### config.mk
export PLATFORM = sky130hd
export DESIGN_NAME = fc_layer5_engine
export DESIGN_NICKNAME = d
export VERILOG_FILES = /design/src/rtl/fc_layer5_engine_pkg.sv /design/src/rtl/fc_layer5_engine_mac_unit.sv /design/src/rtl/fc_layer5_engine.sv
export SDC_FILE = /design/constraint.sdc
export NUM_CORES = 1
export LEC_CHECK = 0
export CELL_PAD_IN_SITES_DETAIL_PLACEMENT = 1
export CELL_PAD_IN_SITES_GLOBAL_PLACEMENT = 2
export CORE_UTILIZATION = 40
export CTS_BUF_LIST = sky130_fd_sc_hd__clkbuf_16
export CTS_CLUSTER_DIAMETER = 50
export DETAILED_ROUTE_END_ITERATION = 7
export GPL_ROUTABILITY_DRIVEN = 0
export PLACE_DENSITY = 0.87
export SKIP_CTS_REPAIR_TIMING = 1
export SLEW_MARGIN = 5
export SYNTH_ARGS = -nofsm -noshare
export SYNTH_HDL_FRONTEND = slang
export SYNTH_SLANG_ARGS = --single-unit
### constraint.sdc
create_clock -name clk -period 21.4 [get_ports clk]
set_input_delay 3.21 -clock clk [delete_from_list [all_inputs] [get_ports clk]]
set_output_delay 3.21 -clock clk [all_outputs]
set_load 0.05 [all_outputs]
### src/rtl/fc_layer5_engine_pkg.sv
// Shared constants and state encoding for the LeNet-5 C5 engine.
// Fixed-point format, saturation limit and one-hot FSM states.
package fc_layer5_engine_pkg;

  localparam int DATA_WIDTH = 12;
  localparam int FRAC_BITS  = 8;
  localparam int ACC_WIDTH  = 32;
  localparam int SAT_MAX    = (1 << (DATA_WIDTH - 1)) - 1;

  typedef enum logic [5:0] {
    S_IDLE  = 6'b000001,
    S_BIAS  = 6'b000010,
    S_MAC   = 6'b000100,
    S_DRAIN = 6'b001000,
    S_WRITE = 6'b010000,
    S_DONE  = 6'b100000
  } state_t;

endpackage

### src/rtl/fc_layer5_engine_mac_unit.sv
// Valid-gated signed MAC with bias load, ReLU and saturation.
// result reflects the accumulator value being written this cycle.
module fc_mac_unit
  import fc_layer5_engine_pkg::*;
#(
  parameter int MEM_LATENCY = 2
) (
  input  logic                  clk,
  input  logic                  rst,
  input  logic                  clear,
  input  logic                  load,
  input  logic                  issue,
  input  logic [DATA_WIDTH-1:0] bias,
  input  logic [DATA_WIDTH-1:0] feature,
  input  logic [DATA_WIDTH-1:0] weight,
  output logic [DATA_WIDTH-1:0] result
);

  logic [MEM_LATENCY-1:0]          vld;
  logic signed [2*DATA_WIDTH-1:0]  prod;
  logic signed [ACC_WIDTH-1:0]     acc;
  logic signed [ACC_WIDTH-1:0]     acc_nxt;
  logic signed [ACC_WIDTH-1:0]     shifted;

  assign prod = $signed(feature) * $signed(weight);

  // next accumulator: bias load wins, else add product when read data is valid
  always_comb begin
    acc_nxt = acc;
    if (load) begin
      acc_nxt = {{(ACC_WIDTH-DATA_WIDTH-FRAC_BITS){bias[DATA_WIDTH-1]}},
                 bias, {FRAC_BITS{1'b0}}};
    end else if (vld[MEM_LATENCY-1]) begin
      acc_nxt = acc + {{(ACC_WIDTH-2*DATA_WIDTH){prod[2*DATA_WIDTH-1]}},
                       prod};
    end
  end

  assign shifted = acc_nxt >>> FRAC_BITS;

  // ReLU then clamp to the largest positive data value
  always_comb begin
    result = shifted[DATA_WIDTH-1:0];
    if (shifted[ACC_WIDTH-1]) begin
      result = '0;
    end else if (shifted > SAT_MAX) begin
      result = DATA_WIDTH'(SAT_MAX);
    end
  end

  // accumulator and read-valid pipe; clear drops in-flight reads on abort
  always_ff @(posedge clk) begin
    if (rst) begin
      acc <= '0;
      vld <= '0;
    end else begin
      acc <= acc_nxt;
      if (clear) begin
        vld <= '0;
      end else begin
        vld <= (vld << 1) | MEM_LATENCY'(issue);
      end
    end
  end

endmodule

### src/rtl/fc_layer5_engine.sv
// LeNet-5 C5 fully-connected layer: one MAC per cycle over S4 features.
// FSM, counters and BRAM address generation; arithmetic in fc_mac_unit.
module fc_layer5_engine
  import fc_layer5_engine_pkg::*;
#(
  parameter int IN_COUNT    = 400,
  parameter int OUT_COUNT   = 120,
  parameter int MEM_LATENCY = 2
) (
  input  logic                  clk,
  input  logic                  rst,
  input  logic                  L5_en,
  output logic [8:0]            L4_feature_addr,
  input  logic [DATA_WIDTH-1:0] L4_feature_dout,
  output logic [15:0]           L5_weight_addr,
  input  logic [DATA_WIDTH-1:0] L5_weight_dout,
  output logic [6:0]            L5_bias_addr,
  input  logic [DATA_WIDTH-1:0] L5_bias_dout,
  output logic [6:0]            L5_output_addr,
  output logic [DATA_WIDTH-1:0] L5_output_data,
  output logic                  L5_output_wea,
  output logic                  L5_busy,
  output logic                  L5_done
);

  localparam logic [8:0]  I_LAST    = 9'(IN_COUNT - 1);
  localparam logic [6:0]  N_LAST    = 7'(OUT_COUNT - 1);
  localparam logic [15:0] IN_STEP   = 16'(IN_COUNT);
  localparam logic [3:0]  CNT_BIAS  = 4'(MEM_LATENCY);
  localparam logic [3:0]  CNT_DRAIN = 4'(MEM_LATENCY - 1);

  state_t                state;
  logic [6:0]            n;
  logic [8:0]            i;
  logic [3:0]            cnt;
  logic [15:0]           base;
  logic                  wea_r;
  logic                  active;
  logic                  mac_load;
  logic [DATA_WIDTH-1:0] result;

  assign active   = !(state == S_IDLE || state == S_DONE);
  assign mac_load = (state == S_BIAS) && (cnt == CNT_BIAS) && L5_en;

  assign L5_busy       = active;
  assign L5_done       = (state == S_DONE);
  assign L5_output_wea = wea_r & L5_en;

  fc_mac_unit #(
    .MEM_LATENCY(MEM_LATENCY)
  ) u_mac (
    .clk    (clk),
    .rst    (rst),
    .clear  (active && !L5_en),
    .load   (mac_load),
    .issue  (state == S_MAC),
    .bias   (L5_bias_dout),
    .feature(L4_feature_dout),
    .weight (L5_weight_dout),
    .result (result)
  );

  // layer sequencing: bias fetch, streamed MAC, drain, write, next neuron
  always_ff @(posedge clk) begin
    if (rst) begin
      state           <= S_IDLE;
      n               <= '0;
      i               <= '0;
      cnt             <= '0;
      base            <= '0;
      wea_r           <= 1'b0;
      L4_feature_addr <= '0;
      L5_weight_addr  <= '0;
      L5_bias_addr    <= '0;
      L5_output_addr  <= '0;
      L5_output_data  <= '0;
    end else begin
      wea_r <= 1'b0;
      unique case (state)
        S_IDLE: begin
          if (L5_en) begin
            state        <= S_BIAS;
            n            <= '0;
            base         <= '0;
            cnt          <= '0;
            L5_bias_addr <= '0;
          end
        end
        S_BIAS: begin
          if (!L5_en) begin
            state <= S_IDLE;
          end else if (cnt == CNT_BIAS) begin
            state           <= S_MAC;
            i               <= '0;
            L4_feature_addr <= '0;
            L5_weight_addr  <= base;
          end else begin
            cnt <= cnt + 4'd1;
          end
        end
        S_MAC: begin
          if (!L5_en) begin
            state <= S_IDLE;
          end else if (i == I_LAST) begin
            state <= S_DRAIN;
            cnt   <= '0;
          end else begin
            i               <= i + 9'd1;
            L4_feature_addr <= i + 9'd1;
            L5_weight_addr  <= L5_weight_addr + 16'd1;
          end
        end
        S_DRAIN: begin
          if (!L5_en) begin
            state <= S_IDLE;
          end else if (cnt == CNT_DRAIN) begin
            state          <= S_WRITE;
            wea_r          <= 1'b1;
            L5_output_addr <= n;
            L5_output_data <= result;
          end else begin
            cnt <= cnt + 4'd1;
          end
        end
        S_WRITE: begin
          if (!L5_en) begin
            state <= S_IDLE;
          end else begin
            base <= base + IN_STEP;
            cnt  <= '0;
            if (n == N_LAST) begin
              state <= S_DONE;
            end else begin
              state        <= S_BIAS;
              n            <= n + 7'd1;
              L5_bias_addr <= n + 7'd1;
            end
          end
        end
        S_DONE: begin
          if (!L5_en) begin
            state <= S_IDLE;
          end
        end
        default: state <= S_IDLE;
      endcase
    end
  end

endmodule
==> Word-level counts from Yosys, hierarchy flattened <==
Index checks and enable logic that the tools add are counted.
{ "totals": {"regBits": 112, "output_inout_bits": 54} }
{ "op_classes": {"add_sub_neg": 6, "n_mul": 1, "order_cmp": 1, "eq_ne": 26, "n_mux": 41, "bitwise_logic": 4, "reduce_logical": 19} }
{ "ops": {"columns": ["cell", "count"], "rows": [
  ["16-bit two-way mux", 6],
  ["32-bit two-way mux", 2],
  ["16-bit one-hot mux with 2 select lines", 2],
  ["6-bit two-way mux", 10],
  ["9-bit two-way mux", 4],
  ["6-bit one-hot mux with 6 select lines", 1],
  ["32-bit adder", 1],
  ["4-bit two-way mux", 7],
  ["24-bit by 12-bit > comparator with 1-bit output, second input constant", 1],
  ["12-bit by 12-bit multiplier with 24-bit output", 1],
  ["12-bit two-way mux", 2],
  ["2-bit inequality test, second input constant", 11],
  ["7-bit two-way mux", 3],
  ["9-bit one-hot mux with 2 select lines", 1],
  ["16-bit by 1-bit adder with 16-bit output, second input constant", 1],
  ["16-bit by 9-bit adder with 16-bit output, second input constant", 1],
  ["4-bit one-hot mux with 4 select lines", 1],
  ["7-bit one-hot mux with 2 select lines", 1],
  ["5-bit AND reduction", 2],
  ["9-bit by 1-bit adder with 9-bit output, second input constant", 1],
  ["9-bit == test, second input constant", 1],
  ["8-bit AND reduction", 1],
  ["7-bit by 1-bit adder with 7-bit output, second input constant", 1],
  ["7-bit == test, second input constant", 1],
  ["25 further kinds", 35]
]} }

==> Logic depth before layout (Yosys ltp) <==
{ "logic_depth": {"word_depth": 7, "depth_mapped": 37} }

==> Modules after synthesis <==
A second synthesis with hierarchy kept.
{ "hier_totals": {"cells_unflattened": 1495, "area_unflattened_um2": 12348.1} }
{ "by_module_without_submodules": {"columns": ["mod", "instances", "cells_each", "area_each_um2", "seq_area_each_um2"], "rows": [
  ["fc_mac_unit", 1, 1064, 8812.2, 680.7],
  ["fc_layer5_engine", 1, 431, 3535.9, 1481.4]
]} }

==> Worst setup path before layout <==
Ideal clock, no wire load.
{ "synth_path": {"path_kind": "input-to-reg", "startpoint": "input L5_weight_dout[0]", "endpoint": "register L5_output_data[9]", "setup_time_ns": 0.119, "arrival_ns": 10.516, "slack_ns": 10.765, "stages": 32, "cell_sequence": "clkbuf_1 > and2_1 > fa_1 > ha_1 > inv_1 > fa_1 > inv_1 > fa_1 > inv_1 > fa_1 > inv_1 > ha_1 > o21ai_0 > a21oi_1 > o22ai_2 > o211ai_2 > a41o_1 > a21oi_4 > xnor2_1 > ha_1 > a21o_1 > a21o_1 > a21oi_1 > nor2_1 > a41oi_1 > a41oi_2 > mux2i_1 > a31oi_1 > o21ai_0 > buf_2 > nor4b_2 > o21ai_1"} }
{ "synth_via": {"elab_chain_len": 7} }
{ "synth_lines": {"columns": ["element", "line_no", "text"], "rows": [
  ["start: declaration", "fc_layer5_engine.sv:16", "input logic [DATA_WIDTH-1:0] L5_weight_dout,"],
  ["12-bit by 12-bit multiplier with 24-bit output *", "fc_layer5_engine_mac_unit.sv:25", "assign prod = $signed(feature) * $signed(weight);"],
  ["32-bit adder *", "fc_layer5_engine_mac_unit.sv:34", "acc_nxt = acc + {{(ACC_WIDTH-2*DATA_WIDTH){prod[2*DATA_WIDTH-1]}},"],
  ["32-bit two-way mux *", "fc_layer5_engine_mac_unit.sv:33", "end else if (vld[MEM_LATENCY-1]) begin"],
  ["32-bit two-way mux *", "fc_layer5_engine_mac_unit.sv:30", "if (load) begin"],
  ["24-bit by 12-bit > comparator with 1-bit output", "fc_layer5_engine_mac_unit.sv:46", "end else if (shifted > SAT_MAX) begin"],
  ["12-bit two-way mux", "fc_layer5_engine_mac_unit.sv:46", null],
  ["12-bit two-way mux *", "fc_layer5_engine_mac_unit.sv:44", "if (shifted[ACC_WIDTH-1]) begin"],
  ["end signal: assignment", "fc_layer5_engine.sv:120", "L5_output_data <= result;"],
  ["end: declaration", "fc_layer5_engine.sv:20", "output logic [DATA_WIDTH-1:0] L5_output_data,"]
]} }
Every way passes the cells marked *; elsewhere a longest branch is shown, timed or not.
A chain may end at the register's enable or synchronous reset.

==> Final worst setup path <==
{ "layout_path": {"startpoint": "input L5_weight_dout[6]", "endpoint": "register L5_output_data[0]"} }
Same word-level chain as after synthesis.

==> metrics.log <==
[metrics] startpoint type of the worst setup path: primary input
[metrics] slowest stage cell, crit path: a2111oi_0
[metrics] synth-to-layout area growth: 12.3%
[metrics] Worst Max-Slew Pin Slew: between 1 and 1.5 ns
[metrics] CP Class: primary input to flop
[metrics] average wire length per cell after detail routing: 17.3 µm
[metrics] final setup skew: between 0.01 and 0.015 ns
[metrics] clock input transition at the sequential cells of the worst setup and hold paths: ~0.08 ns
[metrics] run status: finished clean
[metrics] Final Net Count: 1,772
[metrics] n_diodes: 0
[metrics] # H-tree levels: 3
[metrics] number of routed nets with antenna violations: 0
[metrics] Clock Latency Late Sink: 0.36 ns
[metrics] fmax: around 81 MHz
[metrics] Hold WC Path Type: flop to flop
[metrics] router iterations before antenna repair: 5
[metrics] Final Cycle Share: between 50% and 60%
[metrics] total wire length after detailed routing: about 33,000 µm
[metrics] CP dominant cell by count: fa_1
[metrics] max-cap violations: 0
[metrics] dominant synthesized flop cell: dfxtp_1
[metrics] aggregate global routing overflow: 0
[metrics] die outline height: ~180 µm
[metrics] count of flip-flops with a built-in enable after synthesis: 0
[metrics] number of antenna violations at the first check in global routing: 0
[metrics] DRC violation count after routing: 0
[metrics] Finish-stage setup viols: 0
[metrics] ratio of cells with drive above 1 in the final layout: approximately 3.2%
[metrics] global-route wire length before repair: about 56,000 µm
[metrics] via count of the first global-routing pass: 10,900
[metrics] Initial Utilization: between 40% and 50%
[metrics] final max-slew violation count: 0
[metrics] Avg Synthesized Cell Area: 8.27 µm²
[metrics] area of the mapped netlist: between 0.01 and 0.015 mm²
[metrics] min-delay src: u_mac.vld[0]
[metrics] pin count of the biggest net entering global routing: between 60 and 70
[metrics] CTS tree: yes
[metrics] overall die width: around 180 µm
[metrics] CTS Root Buffer Type: clkbuf_16
[metrics] post-synth top area share: 23.0%
[metrics] maximum clock path buffer count: 2
[metrics] WHS: between 0.4 and 0.5 ns
[metrics] core outline area: between 0.02 and 0.03 mm²
[metrics] syn nets: 1,730
[metrics] Setup TNS: 0 ns
[metrics] flops & latches, synth: between 100 and 150
[metrics] cells taking the most area after synthesis: fa_1 (23%), dfxtp_1 (18%), ha_1 (9.4%), inv_1 (6.1%), nand2_1 (5.9%)
[metrics] total clock buffers created by CTS: 9
[metrics] GRT Resource Usage Total: 22.3%
[metrics] highest net fanout along the worst path: 12
[metrics] DR vias/cell: between 5 and 6
[metrics] Slew Limit Headroom: about 17%
[metrics] sequential share of the synthesized area: between 10% and 20%
[metrics] cells after synthesis: around 1,500
[metrics] top cell type by total area after synthesis: fa_1
[metrics] total vias in the final route: just over 10,000
[metrics] WP data arrival: roughly 13 ns
[metrics] R2R Path Start: u_mac.acc[0]
[metrics] number of hold-slack violations in the final timing report: 0
[metrics] number of warnings printed during yosys synthesis: 0
[metrics] number of buffer cells added on primary ports: between 90 and 100
[metrics] critical path launch point: L5_weight_dout[6]
[metrics] Initial DRC Count: a little over 400
[metrics] floorplan die area: between 0.03 and 0.04 mm²
[metrics] number of unique standard cell types used by synthesis: slightly below 80
[metrics] post-route minimum period: 12.31 ns
[metrics] Req. time, crit path: approximately 22 ns
[metrics] number of placed I/O pins: 93
[metrics] largest incremental delay on the critical path: about 0.75 ns
[metrics] standard-cell rows: 63
[metrics] clock sink total: ~110
[metrics] Async SR Flop Fraction: 0%
[metrics] half-perimeter wire length after placement: 26,400 µm
[metrics] RSZ-0062 raised after global routing: false
[metrics] kind of end point of the critical path: flop
==> worst max-delay path, delay by kind of cell <==
kind                       cells  cell delay (ns)
buffers and inverters          5             0.98
muxes                          1             0.15
and+or+nand+nor                4             0.75
AOI/OAI and AO/OA             13             3.66
adders and majority gates      7             3.34
xor gates and xnor gates       2             0.44
==> per-layer routing <==
metal / part of all wire [%] / global-route usage (%)
met1: 49 / 31.0
met2: 47 / 37.1
met3: 3.2 / 2.90
met4: 1.3 / 4.38
met5: 0 / 0
==> worst paths after layout <==
path / endpoint / slack (ns) / depth (start not counted)
worst min register to register: u_mac.vld[1] / 0.45 / 1
worst max-delay path: L5_output_data[0] / 9.09 / 32
worst max register to register: L5_output_data[10] / 17.36 / 13
worst min-delay path: u_mac.vld[1] / 0.45 / 1
==> registers in the layout, summed over array words and instances (netlist names) <==
signal / cells
u_mac.vld: 2
L5_output_addr: 7
u_mac.acc: 32
wea_r: 1
cnt: 4
base: 12
L5_output_data: 12
L5_weight_addr: 16
i: 9
state: 6
n: 7
==> cell usage in the layout, fill, tap and decap left out, types with 11 or more instances in the layout <==
cell type        instances
inv_1                  198
nor2_1                 124
nand2b_1                12
a21o_1                  19
mux2i_1                 20
fa_1                   139
nor3_1                  23
xor2_1                  37
and3_1                  16
clkdlybuf4s50_1         91
and2_1                  53
nand3_1                 29
o21ai_0                 39
ha_1                    91
xnor2_1                 40
nand2_1                189
o21ai_1                 11
dfxtp_1                107
or3_1                   17
nand4_1                 20
a21oi_1                 84
==> Yosys cell counts, drive strengths merged, types with 12 or more instances <==
| cell | n |
|---|---|
| inv | 197 |
| nand2 | 190 |
| fa | 139 |
| nor2 | 124 |
| dfxtp | 108 |
| ha | 91 |
| a21oi | 86 |
| clkbuf | 56 |
| and2 | 53 |
| o21ai | 50 |
| xnor2 | 40 |
| xor2 | 37 |
| nand3 | 29 |
| nor3 | 23 |
| mux2i | 20 |
| nand4 | 20 |
| a21o | 19 |
| and3 | 17 |
| or3 | 17 |
| buf | 13 |
| nand2b | 12 |
==> through the flow <==
step           instances  cell area [µm²]  setup WS, ns  util [%]
6_report            1898            13600          9.09      45.8
5_1_grt             1898            13600          8.45      45.8
4_1_cts             1898            13600          9.13      45.8
3_5_place_dp        1882            13300          8.76      44.8
3_3_place_gp        1882            13300          8.97      44.8
2_1_floorplan       1461            12100         10.77         -
==> logic make-up after synthesis <==
| kind of cell | count (synthesis) | share of synthesized area, % |
|---|---|---|
| and+or+nand+nor | 522 | 20.8 |
| buffers and inverters | 267 | 8.39 |
| AOI/OAI and AO/OA | 232 | 12.7 |
| adders and majority gates | 230 | 32.5 |
| DFF | 108 | 17.9 |
| xor gates and xnor gates | 78 | 5.77 |
| muxes | 24 | 2.03 |
==> final cells by class <==
| class | count | area, µm² |
|---|---|---|
| tap | 390 | 488 |
| fill | 3618 | 16100 |
| timing repair buffer | 100 | 976 |
| inverter | 198 | 743 |
| clock buffer | 9 | 225 |
| clock inverter | 7 | 66.3 |
| sequential | 108 | 2160 |
| multi-input combinational | 1086 | 8900 |
Power is left out: the tool's default activity adds up to more than one toggle a clock period on the data nets, which glitch-free logic cannot reach.
